File: config.mk
export PLATFORM = sky130hd
export DESIGN_NAME = exec_mem_stage_flat
export DESIGN_NICKNAME = d
export VERILOG_FILES = /design/src/rtl/exec_mem_stage_pkg.sv /design/src/rtl/exec_mem_stage_if.sv /design/src/rtl/exec_mem_stage_alu_core.sv /design/src/rtl/exec_mem_stage.sv /design/src/flat_wrapper.sv
export SDC_FILE = /design/constraint.sdc
export NUM_CORES = 2
export LEC_CHECK = 0
export ABC_CLOCK_PERIOD_IN_PS = 15000
export BUFFER_PORTS_ARGS = -buffer_cell sky130_fd_sc_hd__buf_2
export CAP_MARGIN = 5
export CORE_MARGIN = 5
export CORE_UTILIZATION = 57
export DETAILED_ROUTE_END_ITERATION = 7
export PLACE_DENSITY = 0.73
export SYNTH_ARGS = -nofsm -noshare
export SYNTH_HDL_FRONTEND = slang
export SYNTH_HIERARCHICAL = 1
export SYNTH_SLANG_ARGS = --single-unit
File: constraint.sdc
create_clock -name i_clock -period 15 [get_ports i_clock]
set_input_delay 3 -clock i_clock [delete_from_list [all_inputs] [get_ports i_clock]]
set_output_delay 3 -clock i_clock [all_outputs]
set_load 0.03 [all_outputs]
File: src/rtl/exec_mem_stage_pkg.sv
// ----------------------------------------------------------------------------
// exec_mem_stage_pkg
// Shared constants and types for the execute/memory/writeback slice of the
// 8-bit teaching processor: datapath width, memory depth, opcode encodings,
// ALU operation encodings and the decoded control bundle.
// ----------------------------------------------------------------------------
package exec_mem_stage_pkg;

  localparam int DATA_W    = 8;
  localparam int MEM_DEPTH = 256;
  localparam int ADDR_W    = $clog2(MEM_DEPTH);

  // Instruction opcodes (instruction bits [7:5])
  localparam logic [2:0] OP_ADD  = 3'b000;
  localparam logic [2:0] OP_SUB  = 3'b001;
  localparam logic [2:0] OP_AND  = 3'b010;
  localparam logic [2:0] OP_OR   = 3'b011;
  localparam logic [2:0] OP_ADDI = 3'b100;
  localparam logic [2:0] OP_LW   = 3'b101;
  localparam logic [2:0] OP_SW   = 3'b110;
  localparam logic [2:0] OP_J    = 3'b111;

  // ALU operation codes; any unlisted code produces zero
  localparam logic [2:0] ALU_ADD  = 3'b000;
  localparam logic [2:0] ALU_SUB  = 3'b001;
  localparam logic [2:0] ALU_AND  = 3'b010;
  localparam logic [2:0] ALU_OR   = 3'b011;
  localparam logic [2:0] ALU_ZERO = 3'b111;

  // Decoded control bundle for one instruction
  typedef struct packed {
    logic [2:0] alu_op;
    logic       jump;
    logic       mem_write;
    logic       alu_src;
    logic       wb_sel;
    logic       reg_write;
  } ctrl_t;

  // Build a control bundle from its fields in table order
  function automatic ctrl_t make_ctrl(input logic [2:0] alu_op,
                                      input logic       jump,
                                      input logic       mem_write,
                                      input logic       alu_src,
                                      input logic       wb_sel,
                                      input logic       reg_write);
    ctrl_t c;
    c.alu_op    = alu_op;
    c.jump      = jump;
    c.mem_write = mem_write;
    c.alu_src   = alu_src;
    c.wb_sel    = wb_sel;
    c.reg_write = reg_write;
    return c;
  endfunction

endpackage

File: src/rtl/exec_mem_stage_if.sv
// ----------------------------------------------------------------------------
// exec_mem_stage_if
// Bundles the operand inputs and the control/datapath outputs of the
// execute/memory stage.
//   master : decoder/register-file side (drives opcode and operands)
//   slave  : the stage itself (drives control, ALU, memory and writeback)
// ----------------------------------------------------------------------------
interface exec_mem_stage_if;
  import exec_mem_stage_pkg::*;

  logic [2:0]        opcode;
  logic [DATA_W-1:0] rs_data;
  logic [DATA_W-1:0] rt_data;
  logic [DATA_W-1:0] imm_ext;

  logic              jump;
  logic              reg_write;
  logic              mem_write;
  logic              alu_src;
  logic              wb_sel;
  logic [2:0]        alu_op;
  logic [DATA_W-1:0] alu_result;
  logic [DATA_W-1:0] read_data;
  logic [DATA_W-1:0] writeback;

  modport master (
    output opcode, rs_data, rt_data, imm_ext,
    input  jump, reg_write, mem_write, alu_src, wb_sel, alu_op,
           alu_result, read_data, writeback
  );

  modport slave (
    input  opcode, rs_data, rt_data, imm_ext,
    output jump, reg_write, mem_write, alu_src, wb_sel, alu_op,
           alu_result, read_data, writeback
  );

endinterface

File: src/rtl/exec_mem_stage_alu_core.sv
// ----------------------------------------------------------------------------
// alu_core
// Purely combinational 8-bit ALU. ADD/SUB wrap modulo 2^DATA_W with no flags.
// Ports:
//   i_alu_op : operation code (ALU_* constants)
//   i_a      : operand A
//   i_b      : operand B
//   o_result : operation result; zero for ALU_ZERO and any unlisted code
// ----------------------------------------------------------------------------
module alu_core
  import exec_mem_stage_pkg::*;
(
  input  logic [2:0]        i_alu_op,
  input  logic [DATA_W-1:0] i_a,
  input  logic [DATA_W-1:0] i_b,
  output logic [DATA_W-1:0] o_result
);

  // Select the operation; unknown codes fall to a zero result
  always_comb begin
    o_result = {DATA_W{1'b0}};
    case (i_alu_op)
      ALU_ADD:  o_result = i_a + i_b;
      ALU_SUB:  o_result = i_a - i_b;
      ALU_AND:  o_result = i_a & i_b;
      ALU_OR:   o_result = i_a | i_b;
      ALU_ZERO: o_result = {DATA_W{1'b0}};
      default:  o_result = {DATA_W{1'b0}};
    endcase
  end

endmodule

File: src/rtl/exec_mem_stage.sv
// ----------------------------------------------------------------------------
// exec_mem_stage
// Execute/memory/writeback slice of the 8-bit single-cycle processor.
// Decodes the opcode into control, runs the ALU, accesses the 256x8 data
// memory and forms the register-file writeback value. Nothing but the memory
// array is stateful; every output follows its inputs combinationally.
// Ports:
//   i_clock : system clock, memory updates on the rising edge
//   i_reset : synchronous active-high reset, clears every memory word
//   bus     : slave side of exec_mem_stage_if (operands in, control and
//             datapath results out)
// ----------------------------------------------------------------------------
module exec_mem_stage
  import exec_mem_stage_pkg::*;
(
  input  logic             i_clock,
  input  logic             i_reset,
  exec_mem_stage_if.slave  bus
);

  ctrl_t             w_ctrl;
  logic [DATA_W-1:0] w_alu_b;
  logic [DATA_W-1:0] w_alu_result;
  logic [DATA_W-1:0] w_read_data;

  logic [DATA_W-1:0] r_mem [MEM_DEPTH];

  // Opcode to control decode; unknown opcodes write nothing anywhere
  always_comb begin
    w_ctrl = make_ctrl(ALU_ZERO, 1'b0, 1'b0, 1'b0, 1'b1, 1'b0);
    case (bus.opcode)
      OP_ADD:  w_ctrl = make_ctrl(ALU_ADD,  1'b0, 1'b0, 1'b0, 1'b1, 1'b1);
      OP_SUB:  w_ctrl = make_ctrl(ALU_SUB,  1'b0, 1'b0, 1'b0, 1'b1, 1'b1);
      OP_AND:  w_ctrl = make_ctrl(ALU_AND,  1'b0, 1'b0, 1'b0, 1'b1, 1'b1);
      OP_OR:   w_ctrl = make_ctrl(ALU_OR,   1'b0, 1'b0, 1'b0, 1'b1, 1'b1);
      OP_ADDI: w_ctrl = make_ctrl(ALU_ADD,  1'b0, 1'b0, 1'b1, 1'b1, 1'b1);
      OP_LW:   w_ctrl = make_ctrl(ALU_ADD,  1'b0, 1'b0, 1'b1, 1'b0, 1'b1);
      OP_SW:   w_ctrl = make_ctrl(ALU_ADD,  1'b0, 1'b1, 1'b1, 1'b1, 1'b0);
      OP_J:    w_ctrl = make_ctrl(ALU_ZERO, 1'b1, 1'b0, 1'b0, 1'b1, 1'b0);
      default: w_ctrl = make_ctrl(ALU_ZERO, 1'b0, 1'b0, 1'b0, 1'b1, 1'b0);
    endcase
  end

  // ALU B operand: register or immediate
  always_comb begin
    if (w_ctrl.alu_src) begin
      w_alu_b = bus.imm_ext;
    end else begin
      w_alu_b = bus.rt_data;
    end
  end

  alu_core u_alu (
    .i_alu_op (w_ctrl.alu_op),
    .i_a      (bus.rs_data),
    .i_b      (w_alu_b),
    .o_result (w_alu_result)
  );

  // Asynchronous read: old word is visible until the write edge
  assign w_read_data = r_mem[w_alu_result[ADDR_W-1:0]];

  // Data memory: reset clears all words and overrides a same-edge store
  always_ff @(posedge i_clock) begin
    if (i_reset) begin
      for (int i = 0; i < MEM_DEPTH; i++) begin
        r_mem[i] <= {DATA_W{1'b0}};
      end
    end else if (w_ctrl.mem_write) begin
      r_mem[w_alu_result[ADDR_W-1:0]] <= bus.rt_data;
    end
  end

  assign bus.jump       = w_ctrl.jump;
  assign bus.reg_write  = w_ctrl.reg_write;
  assign bus.mem_write  = w_ctrl.mem_write;
  assign bus.alu_src    = w_ctrl.alu_src;
  assign bus.wb_sel     = w_ctrl.wb_sel;
  assign bus.alu_op     = w_ctrl.alu_op;
  assign bus.alu_result = w_alu_result;
  assign bus.read_data  = w_read_data;
  assign bus.writeback  = w_ctrl.wb_sel ? w_alu_result : w_read_data;

endmodule

File: src/flat_wrapper.sv
// flat-port wrapper written by rule: the top's interface ports become plain ports
module exec_mem_stage_flat import exec_mem_stage_pkg::*;
  (i_clock, i_reset, bus_opcode, bus_rs_data, bus_rt_data, bus_imm_ext, bus_jump, bus_reg_write, bus_mem_write, bus_alu_src, bus_wb_sel, bus_alu_op, bus_alu_result, bus_read_data, bus_writeback);
  exec_mem_stage_if bus_i ();
  input  logic i_clock;
  input  logic i_reset;
  input wire logic [$bits(bus_i.opcode)-1:0] bus_opcode;
  input wire logic [$bits(bus_i.rs_data)-1:0] bus_rs_data;
  input wire logic [$bits(bus_i.rt_data)-1:0] bus_rt_data;
  input wire logic [$bits(bus_i.imm_ext)-1:0] bus_imm_ext;
  output wire logic [$bits(bus_i.jump)-1:0] bus_jump;
  output wire logic [$bits(bus_i.reg_write)-1:0] bus_reg_write;
  output wire logic [$bits(bus_i.mem_write)-1:0] bus_mem_write;
  output wire logic [$bits(bus_i.alu_src)-1:0] bus_alu_src;
  output wire logic [$bits(bus_i.wb_sel)-1:0] bus_wb_sel;
  output wire logic [$bits(bus_i.alu_op)-1:0] bus_alu_op;
  output wire logic [$bits(bus_i.alu_result)-1:0] bus_alu_result;
  output wire logic [$bits(bus_i.read_data)-1:0] bus_read_data;
  output wire logic [$bits(bus_i.writeback)-1:0] bus_writeback;
  assign bus_i.opcode = bus_opcode;
  assign bus_i.rs_data = bus_rs_data;
  assign bus_i.rt_data = bus_rt_data;
  assign bus_i.imm_ext = bus_imm_ext;
  assign bus_jump = bus_i.jump;
  assign bus_reg_write = bus_i.reg_write;
  assign bus_mem_write = bus_i.mem_write;
  assign bus_alu_src = bus_i.alu_src;
  assign bus_wb_sel = bus_i.wb_sel;
  assign bus_alu_op = bus_i.alu_op;
  assign bus_alu_result = bus_i.alu_result;
  assign bus_read_data = bus_i.read_data;
  assign bus_writeback = bus_i.writeback;
  exec_mem_stage u_core (.i_clock(i_clock), .i_reset(i_reset), .bus(bus_i));
endmodule
==> reports/metrics.cfg <==
[critical_path]
crit_path_start_kind=primary input
critPathTopFamily=compound AO/OA/AOI/OAI gates
slowest_delay_ns=0.81
cp-end-kind=output port
critPathKind=primary input to output port
slowest_stage=nor2b_1
crit_fanout=54
cp.required_ns=12.00
path_cells=buf_2, a21boi_1, mux2_2, inv_1, ha_1, nor2_1, xnor2_1, ha_1, a21oi_1, nand2_1, a31oi_1, xor2_1, a21oi_4, buf_4, nor2b_1, and3b_1, a221o_1, a21oi_1, a31oi_1, a2111oi_2, o31ai_1, buf_2
crit_buf_inv=4
cp_data_arrival_time_ns=10.11
crit_start=bus_opcode[2]

[floorplan]
start_util=0.571
core-area_mm2=0.169
die_h_um=421
die_area_mm2=0.178
die_w_um=421
num_io_pins=61
rows=151

[synthesis]
ys_top_cells_by_area=edfxtp_1 (64%), and2_1 (13%), mux4_2 (7.6%)
ys_seq_elements=2048
synth_top_flop_cell=edfxtp_1
yosys_warnings=6
async_flop_share=0
synth_edf_count=2048
seq_area_frac_synth=0.637
syn-instance-count=6675
synth.avg_cell_area_um2=14.5
ys_types=67
synth_top_area_cell=edfxtp_1
synth_top_area_frac=0.637
synth_fp_nets=6715
netlist_area_mm2=0.0965

[power_and_ir_drop]
finalPower_uw=14700
power_density_mw_per_mm2=140
ir_drop_mv=0.151
p_leak_uw=0.0368

[sta]
fmax_mhz=76.3
slew_headroom=0.189
holdWs_ns=2.66
fin_crit_ns=13.11
period_share=0.874
rsz0062_at_grt=false
max_slew.worst_pin.slew_ns=1.22
setup_violations=0
fin_tns_setup_ns=0
slew_viol_final=0
finalHoldViolations=0
worst_slack_ns=1.89

[clock_tree]
htreeDepth=4
ctsRootBufferMaster=clkbuf_16
post_cts_buffers=0
cts_hold_buf=0
cts_resized=0
cts_tree=built
cts_buffers=206
cts.sinks=2048
clk_pin_slew_worst_paths_ns=0.06
clockBufferDepth=3

[finish]
largest_register_ffs=2048
top_register=u_core/r_mem
seq_area_mm2=0.0615
final_common_cell=and2_1
fin_nets=6563
fillerInstances=12331
syn_to_final_growth_pct=8.80
top_regs=u_core/r_mem x2048
drive_above_1_share=0.170
final_cell_mix=and2_1 (2,057), edfxtp_1 (2,048), mux2i_1 (388)
final_util=0.621
multi_input_area_mm2=0.0326

[global_route]
first_global_vias=55342
grt_pass1_wl_mm=384
antenna_found_initial=12
track_usage=0.293
grt_max_degree=199
overflow=0

[placed_design]
routabilityCongestion=0.902
dpl.hpwl_mm=164
portBuffers=60
dp_slack_ns=2.13

[drt]
drc=0
drt_iter0_markers=7514
num_vias=56669
wl_mm=263
antenna_left=0
drtPass1Iterations=5
vias_per_cell=6.35
wl_per_cell_um=29.5

[run]
maxCapViolCount=0

[min_path]
min_path_type=primary input to flip-flop
worstHoldStart=bus_rt_data[3]

[run_status]
status=completed

==> logic make-up after synthesis <==
kind of cell             synth area share
AND/OR/NAND/NOR                     0.176
buffers and inverters              0.0269
XOR/XNOR                          0.00109
flip-flops                          0.637
AO/OA/AOI/OAI                      0.0370
adder cells (fa/ha/maj)           0.00182
multiplexers                        0.120
==> worst paths after layout <==
path	end	cells past startpoint
worst min-delay path	u_core/r_mem[186][3]	2
worst max-delay path	bus_writeback[5]	22
==> report_power, final <==
group,total (uW),leakage [uW],internal [uW],switching (uW)
Sequential,6660,0.0194,6570,87.5
Combinational,2820,0.0140,906,1910
Clock,5210,0.00333,3010,2200
Total,14700,0.0368,10500,4200
==> Yosys cell counts, drive strengths merged (2+ instances only) <==
| cell type | instances |
|---|---|
| a22oi | 158 |
| a211oi | 15 |
| clkbuf | 294 |
| nor2b | 14 |
| nor2 | 288 |
| mux2 | 35 |
| a21oi | 77 |
| a22o | 11 |
| edfxtp | 2048 |
| nand2b | 7 |
| a221o | 7 |
| a311oi | 3 |
| o22ai | 21 |
| nand3 | 49 |
| and2 | 2059 |
| nor3 | 12 |
| xnor2 | 10 |
| o21ai | 53 |
| or4 | 6 |
| or2 | 261 |
| and3b | 2 |
| o31ai | 9 |
| a221oi | 73 |
| a211o | 6 |
| a21boi | 2 |
| inv | 14 |
| nand4b | 3 |
| a41oi | 18 |
| maj3 | 3 |
| a2111oi | 8 |
| o21a | 3 |
| a31oi | 17 |
| nand2 | 115 |
| o211ai | 3 |
| mux2i | 388 |
| and3 | 10 |
| mux4 | 324 |
| a21o | 7 |
| nand3b | 4 |
| xor2 | 2 |
| buf | 216 |
| ha | 10 |
| nor3b | 2 |
==> routing by layer <==
metal / routed length [um] / vias up / track usage
li1: - / 24151 / -
met1: 103000 / 28888 / 0.417
met2: 118000 / 3089 / 0.435
met3: 30200 / 535 / 0.0759
met4: 12400 / 6 / 0.122
met5: 41 / - / 0
==> metrics by stage <==
stage          area (um^2)  instances
2_1_floorplan        96500       6675
3_3_place_gp         98100       8531
3_5_place_dp         98100       8532
4_1_cts             105000       8909
5_1_grt             105000       8910
6_report            105000       8919
==> final cells by class <==
class	count	area share
diodes	9	0.000215
clock buffers	247	0.0510
clock inverters	130	0.0140
inverters	14	0.000501
multi-input cells	4103	0.310
flip-flops and latches	2048	0.586
well taps	2218	0.0264
repair buffers	150	0.0117
(Power assumes the default switching activity.)
